**src/rtl/bit_serializer.sv**
```systemverilog
// Byte FIFO feeding an 8-bit parallel-to-serial shifter with hold/flush control.
// Each byte is popped on the edge that registers its first bit; the stream has no inter-byte bubble.
module bit_serializer #(
  parameter int unsigned DEPTH     = 4,
  parameter bit          MSB_FIRST = 1'b1
) (
  input  logic                     clk,
  input  logic                     reset_n,
  input  logic [7:0]               in_byte,
  input  logic                     in_valid,
  output logic                     in_ready,
  input  logic                     hold,
  input  logic                     flush,
  output logic                     out_bit,
  output logic                     out_valid,
  output logic                     out_sof,
  output logic [$clog2(DEPTH):0]   fifo_count
);

  localparam int unsigned AW = $clog2(DEPTH);
  localparam int unsigned CW = AW + 1;
  localparam logic [CW-1:0] FullCount = CW'(DEPTH);
  localparam logic [2:0]    FirstIdx  = MSB_FIRST ? 3'd7 : 3'd0;

  typedef enum logic {StIdle, StActive} state_e;

  state_e          state_q, state_d;
  logic [2:0]      cnt_q, cnt_d;
  logic [7:0]      sr_q, sr_d;
  logic [AW-1:0]   wr_ptr_q, wr_ptr_d;
  logic [AW-1:0]   rd_ptr_q, rd_ptr_d;
  logic [CW-1:0]   count_q, count_d;
  logic            out_bit_q, out_bit_d;
  logic            out_valid_q, out_valid_d;
  logic            out_sof_q, out_sof_d;
  logic [7:0]      mem_q [DEPTH];
  logic [7:0]      head;
  logic [2:0]      bit_idx;
  logic            push, pop;

  // in_ready depends only on registered state: no bypass when a pop frees a slot.
  assign in_ready   = (count_q != FullCount);
  assign fifo_count = count_q;
  assign out_bit    = out_bit_q;
  assign out_valid  = out_valid_q;
  assign out_sof    = out_sof_q;

  always_comb begin
    state_d     = state_q;
    cnt_d       = cnt_q;
    sr_d        = sr_q;
    wr_ptr_d    = wr_ptr_q;
    rd_ptr_d    = rd_ptr_q;
    count_d     = count_q;
    out_bit_d   = out_bit_q;
    out_valid_d = 1'b0;
    out_sof_d   = 1'b0;
    pop         = 1'b0;
    push        = in_valid && in_ready && !flush;
    head        = mem_q[rd_ptr_q];
    bit_idx     = MSB_FIRST ? (3'd7 - cnt_q) : cnt_q;

    if (flush) begin
      state_d  = StIdle;
      cnt_d    = 3'd0;
      wr_ptr_d = '0;
      rd_ptr_d = '0;
      count_d  = '0;
    end else begin
      if (!hold) begin
        unique case (state_q)
          StIdle: begin
            if (count_q != '0) begin
              pop         = 1'b1;
              sr_d        = head;
              out_bit_d   = head[FirstIdx];
              out_valid_d = 1'b1;
              out_sof_d   = 1'b1;
              cnt_d       = 3'd1;
              state_d     = StActive;
            end
          end
          StActive: begin
            out_bit_d   = sr_q[bit_idx];
            out_valid_d = 1'b1;
            // Returning to idle after bit 7 lets the next edge pop the following byte gap-free.
            if (cnt_q == 3'd7) begin
              cnt_d   = 3'd0;
              state_d = StIdle;
            end else begin
              cnt_d = cnt_q + 3'd1;
            end
          end
          default: state_d = StIdle;
        endcase
      end

      if (push) wr_ptr_d = wr_ptr_q + AW'(1);
      if (pop)  rd_ptr_d = rd_ptr_q + AW'(1);
      case ({push, pop})
        2'b10:   count_d = count_q + CW'(1);
        2'b01:   count_d = count_q - CW'(1);
        default: count_d = count_q;
      endcase
    end
  end

  always_ff @(posedge clk or negedge reset_n) begin
    if (!reset_n) begin
      state_q     <= StIdle;
      cnt_q       <= 3'd0;
      sr_q        <= 8'd0;
      wr_ptr_q    <= '0;
      rd_ptr_q    <= '0;
      count_q     <= '0;
      out_bit_q   <= 1'b0;
      out_valid_q <= 1'b0;
      out_sof_q   <= 1'b0;
    end else begin
      state_q     <= state_d;
      cnt_q       <= cnt_d;
      sr_q        <= sr_d;
      wr_ptr_q    <= wr_ptr_d;
      rd_ptr_q    <= rd_ptr_d;
      count_q     <= count_d;
      out_bit_q   <= out_bit_d;
      out_valid_q <= out_valid_d;
      out_sof_q   <= out_sof_d;
    end
  end

  // Storage needs no reset: entries are only read once count_q covers them.
  always_ff @(posedge clk) begin
    if (push) mem_q[wr_ptr_q] <= in_byte;
  end

endmodule

```
**config.mk**
```make
export PLATFORM = sky130hd
export DESIGN_NAME = bit_serializer
export DESIGN_NICKNAME = d
export VERILOG_FILES = /design/src/rtl/bit_serializer.sv
export SDC_FILE = /design/constraint.sdc
export NUM_CORES = 1
export LEC_CHECK = 0
export ABC_AREA = 1
export CAP_MARGIN = 20
export CORE_MARGIN = 5
export CORE_UTILIZATION = 61
export CTS_CLUSTER_SIZE = 16
export DETAILED_ROUTE_END_ITERATION = 12
export PLACE_DENSITY = 0.87
export SLEW_MARGIN = 20
export SYNTH_ARGS = -nofsm -noshare
export SYNTH_HDL_FRONTEND = slang
export SYNTH_SLANG_ARGS = --single-unit
```
**constraint.sdc**
```tcl
create_clock -name clk -period 4.4 [get_ports clk]
set_input_delay 0.88 -clock clk [delete_from_list [all_inputs] [get_ports clk]]
set_output_delay 0.88 -clock clk [all_outputs]
set_load 0.02 [all_outputs]
```
Word-level counts from Yosys, hierarchy flattened. Memory sizes are Yosys's and may differ from the RTL's. Index checks and enable logic that the tools add are counted. W data, S select, Z words.

Flip-flop bits (word level): 22. Bits in writable memories: 32. Bits of input ports: 13. Output and inout port bits: 7. Memories: 1.

Memory list: mem_q (words 4, width 8, rd ports 1, clocked after memory_dff 0, wr ports 1, RTL line 36) `logic [7:0] mem_q [DEPTH];`.

Add/sub/neg operators: 6. Magnitude comparators: 1. Equality and inequality tests: 7. Muxes and demuxes: 29. Bitwise logic cells: 3. Reduce and logical (&&, ||, !) cells: 10.

Operators with widths (number): $mux W3 (5); $mux W1 (14); $pmux W3 S2 (2); $mux W2 (4); $add A3 B1 Y3 const B (2); $ne A3 B3 Y1 const B (2); $pmux W1 S2 (3); $reduce_bool A3 Y1 (2); $add A2 B1 Y2 const B (2); $lt A3 B4 Y1 const B (1); $reduce_and A4 Y1 (1); $reduce_bool A2 Y1 (2); $bmux W1 S3 (1); $eq A3 B3 Y1 const B (1); $not A1 Y1 (3); $reduce_and A3 Y1 (1); $sub A3 B1 Y3 const B (1); $sub A3 B3 Y3 const A (1); $eq A2 B1 Y1 const B (1); $eq A2 B2 Y1 const B (1); $logic_and A1 B1 Y1 (2); $ne A2 B1 Y1 const B (1); $ne A2 B2 Y1 const B (1); $reduce_and A2 Y1 (1); $logic_not A1 Y1 (1).

Logic depth before layout (Yosys ltp).
Depth after elaboration: 8. Gate-level depth with buffers: 12. Mapped depth without buffers: 12.

Worst setup path after synthesis. OpenSTA, ideal clock, no wires.

Kind: input to register. Start: input port hold. End: register count_q[2] (netlist: fifo_count[2]). Library setup time: 0.117 ns. Arrival: 2.048 ns. Required time: 4.283 ns. Path slack: 2.235 ns. Cell stages on the path: 12. Buffers on the path: 0. Path through: inv_1 > nand2_1 > a21oi_2 > nand2_2 > inv_1 > fa_1 > xnor2_1 > inv_1 > nand2_1 > nand2_1 > nand3_1 > nand2_1.

Longest elaborated chain between the ends: 5. Elaborated cells between the ends (all ways): 7. Classes of those cells: eq/ne: 2; mux: 4; reduce/logical: 1.

Ends and longest elaborated chain: start, declared (RTL line 12) `input logic hold,`; $mux W1 * (RTL line 70) `if (!hold) begin`; $mux W1 * (RTL line 63) `if (flush) begin`; $eq A2 B1 Y1 / $eq A2 B2 Y1 (equally long branches) (RTL line 100) `case ({push, pop})`; $pmux W3 S2 (RTL line 100); $mux W3 (RTL line 63); end signal, assigned (RTL line 125) `count_q <= count_d;`; end, declared (RTL line 32) `logic [CW-1:0] count_q, count_d;`.

Mark *: on every way between the ends. The rest lies on a longest branch, timed or not. The select of a mux whose other input is x is not followed. A chain may end at the register's enable or synchronous reset.

Final worst setup path.
Start: input port flush. End: register count_q[2] (netlist: fifo_count[2]).

Longest elaborated chain between the ends: 5. Elaborated cells between the ends (all ways): 7. Classes of those cells: eq/ne: 2; mux: 2; reduce/logical: 3.

Ends and longest elaborated chain: start, declared (RTL line 13) `input logic flush,`; $logic_not A1 Y1 (RTL line 59) `push = in_valid && in_ready && !flush;`; $logic_and A1 B1 Y1 (RTL line 59); $eq A2 B1 Y1 / $eq A2 B2 Y1 (equally long branches) (RTL line 100); $pmux W3 S2 (RTL line 100); $mux W3 (RTL line 63).

Parallel ways exist; a longest one is shown, timed or not.

==> metrics.yaml <==
io_buffers: 19
drtIter0Drc: 78
io_pins: 20
endpoint_kind: "flop"
synth-seq-area-share_pct: 62.6
gp_congestion: 0.785
diodes: 0
die_h_um: 72.9
clockPowerShare_pct: 22.6
grt_pass1_wl_um: 6900
num_rows: 22
place_area_um2: 2620
syn_to_final_growth_pct: 13.0
p_comb_share_pct: 30.2
grt_use_met1_pct: 22.3
root_buffer: "clkbuf_8"
reg2reg_from: "fifo_count[0]"
coreArea_um2: 3740
start_util_pct: 64.5
power_frac_seq_pct: 47.2
synth_top_area_cell: "edfxtp_1"
p_leak_nw: 1.14
fin_crit_sh_pct: 61.1
grt_pass1_vias: 1515
maxSlewViolCount: 0
ys_seq_elements: 54
grtUsageMet2_pct: 27.8
netlist_area_um2: 2420
setup_viol: 0
wl_per_cell_um: 14.2
synth_top_area_share_pct: 39.8
antenna_found_initial: 0
grt_max_degree: 23
drive_above_1_share_pct: 10.1
viasPerCell: 5.46
cp.required_ns: 4.60
overflow: 0
arrival_ns: 2.89
fillCellCount: 275
grt.busiest_layer: "met2"
num_vias: 1615
cts_sinks: 54
post-route-min-period_ns: 2.69
cts_setup_buffers: 0
internal-power_mw: 0.959
skew_ns: 0.00911
fmax_mhz: 372
syn_area_per_cell_um2: 10.7
status: "finished clean"
dieWidth_um: 72.9
cp-start-kind: "input port"
clk_pin_slew_ns: 0.10
dieArea_um2: 5320
hold_path.class: "in -> async"
yosys_warnings: 0
clk_latency_ns: 0.30
synth_area_leaders: "edfxtp_1 40%, dfrtp_1 23%, o21ai_0 5.2%"
syn_inst: 226
rsz0062_at_grt: "no"
ctsResizeCount: 0
ir_drop_uv: 476
cp_max_fo: 11
postCtsHoldBufs: 0
cts_made_buffers: 5
routed_wl_um: 4200
worst-r2r-cell-count: 12
met3_usage_pct: 5.23
finalHoldViolCount: 0
cts_tree: "yes"
worstSetupPathType: "in -> reg"
track_usage_pct: 17.4
h-tree-depth: 2
nets: 267
regToRegEndpoint: "fifo_count[2]"
drc: 0
ant_nets: 0
tightest_slew_ns: 0.766
maxCapViolations: 0
drtPass1Iterations: 5
rrSetupSlack_ns: 2.44
fin_area_um2: 2730
power_density_nw_per_um2: 531
syn_nets: 246
switching_share_pct: 33.9
dp_hpwl_um: 2970
slew_headroom_pct: 48.7
switchingPower_mw: 0.492
synth_cell_types: 27
clock_path_buffers: 2
fin_setup_tns_ns: 0
[final cells by class]
| class | count | area, um2 | share of cell area, % |
|---|---|---|---|
| Inverter | 33 | 124 | 4.54 |
| Clock inverter | 3 | 43.8 | 1.60 |
| Multi-Input combinational cell | 134 | 737 | 27.0 |
| Sequential cell | 54 | 1510 | 55.4 |
| Timing Repair Buffer | 19 | 185 | 6.78 |
| Clock buffer | 5 | 68.8 | 2.52 |
| Tap cell | 48 | 60.1 | 2.20 |
[metrics by stage]
step	setup slack (ns)	util (%)	power [mW]	hold WS, ns	cells
floorplan	2.23	-	1.01	0.486	226
global placement	1.48	70.1	1.12	0.499	288
detailed placement	1.38	70.1	1.13	0.515	288
CTS	1.72	73.1	1.46	0.539	296
global route	1.60	72.9	1.55	0.552	296
finish	1.71	72.9	1.45	0.519	296
[power by group through the flow]
stage	logic, mW	clock network [mW]	registers, mW
2_1_floorplan	0.310	0	0.698
3_3_place_gp	0.421	0	0.695
3_5_place_dp	0.438	0	0.696
4_1_cts	0.441	0.335	0.686
5_1_grt	0.496	0.355	0.698
6_report	0.437	0.328	0.685
[registers in the layout, indices dropped and copies added (netlist names)]
register    flops
cnt_q           3
fifo_count      3
mem_q          32
out_bit         1
out_sof         1
out_valid       1
rd_ptr_q        2
sr_q            8
state_q         1
wr_ptr_q        2
[layer usage]
layer,share of wire [%],vias to the layer above,routed length [um]
met4,1.2,0,51
met5,0,-,0
met1,43,756,1820
met2,49,55,2060
met3,6.4,6,271
li1,-,798,-
[worst max path at each step]
stage,start,endpoint,slack [ns],cells after the start
final,flush,fifo_count[2],1.71,12
after global routing,flush,fifo_count[2],1.60,12
after CTS,flush,fifo_count[2],1.72,12
after detailed placement,flush,fifo_count[2],1.38,12
after global placement,flush,fifo_count[2],1.48,12
after floorplan,hold,fifo_count[2],2.23,12
[worst max-delay path, stage by stage]
cell,delay [ns]
clkdlybuf4s50_1,0.54
inv_2,0.23
nand3_2,0.19
nand2_2,0.15
inv_1,0.07
fa_1,0.38
xnor2_1,0.18
inv_1,0.06
nand2_1,0.06
nand2_1,0.05
nand3_1,0.06
nand2_1,0.05
[cell usage after synthesis]
| library cell | n |
|---|---|
| o21ai_2 | 1 |
| inv_1 | 29 |
| a21oi_2 | 1 |
| o21ai_1 | 3 |
| o31ai_1 | 1 |
| o22ai_1 | 9 |
| nand3_2 | 1 |
| buf_4 | 1 |
| nand4_1 | 1 |
| dfrtp_1 | 22 |
| inv_2 | 4 |
| buf_2 | 2 |
| buf_8 | 1 |
| xnor2_1 | 1 |
| nand3_1 | 19 |
| nand3_4 | 1 |
| nor2_8 | 1 |
| nand2_2 | 6 |
| nand2_1 | 33 |
| edfxtp_1 | 32 |
| fa_1 | 1 |
| buf_6 | 1 |
| o21ai_0 | 25 |
| ha_1 | 6 |
| a21oi_1 | 3 |
| nor2_4 | 1 |
| nor2_1 | 20 |
[layout by cell type (no fill, tap or decap), drive strengths merged]
cell type and count:
edfxtp 32, buf 1, xnor2 1, o21ai 29, clkdlybuf4s50 18, nand2 39
o31ai 1, dfrtp 22, nor2 22, a21oi 4, fa 1, clkinv 1
nand4 1, o22ai 9, bufinv 1, clkbuf 5, nand3 21, inv 34
ha 6
[kinds of logic after synthesis]
family	after synthesis	synth area share, %
AOI/OAI and AO/OA	43	9.79
adders and majority gates	7	3.94
DFF	54	62.6
xor gates and xnor gates	1	0.363
and+or+nand+nor	83	16.4
buffers and inverters	38	6.94
(Power assumes the default switching activity.)
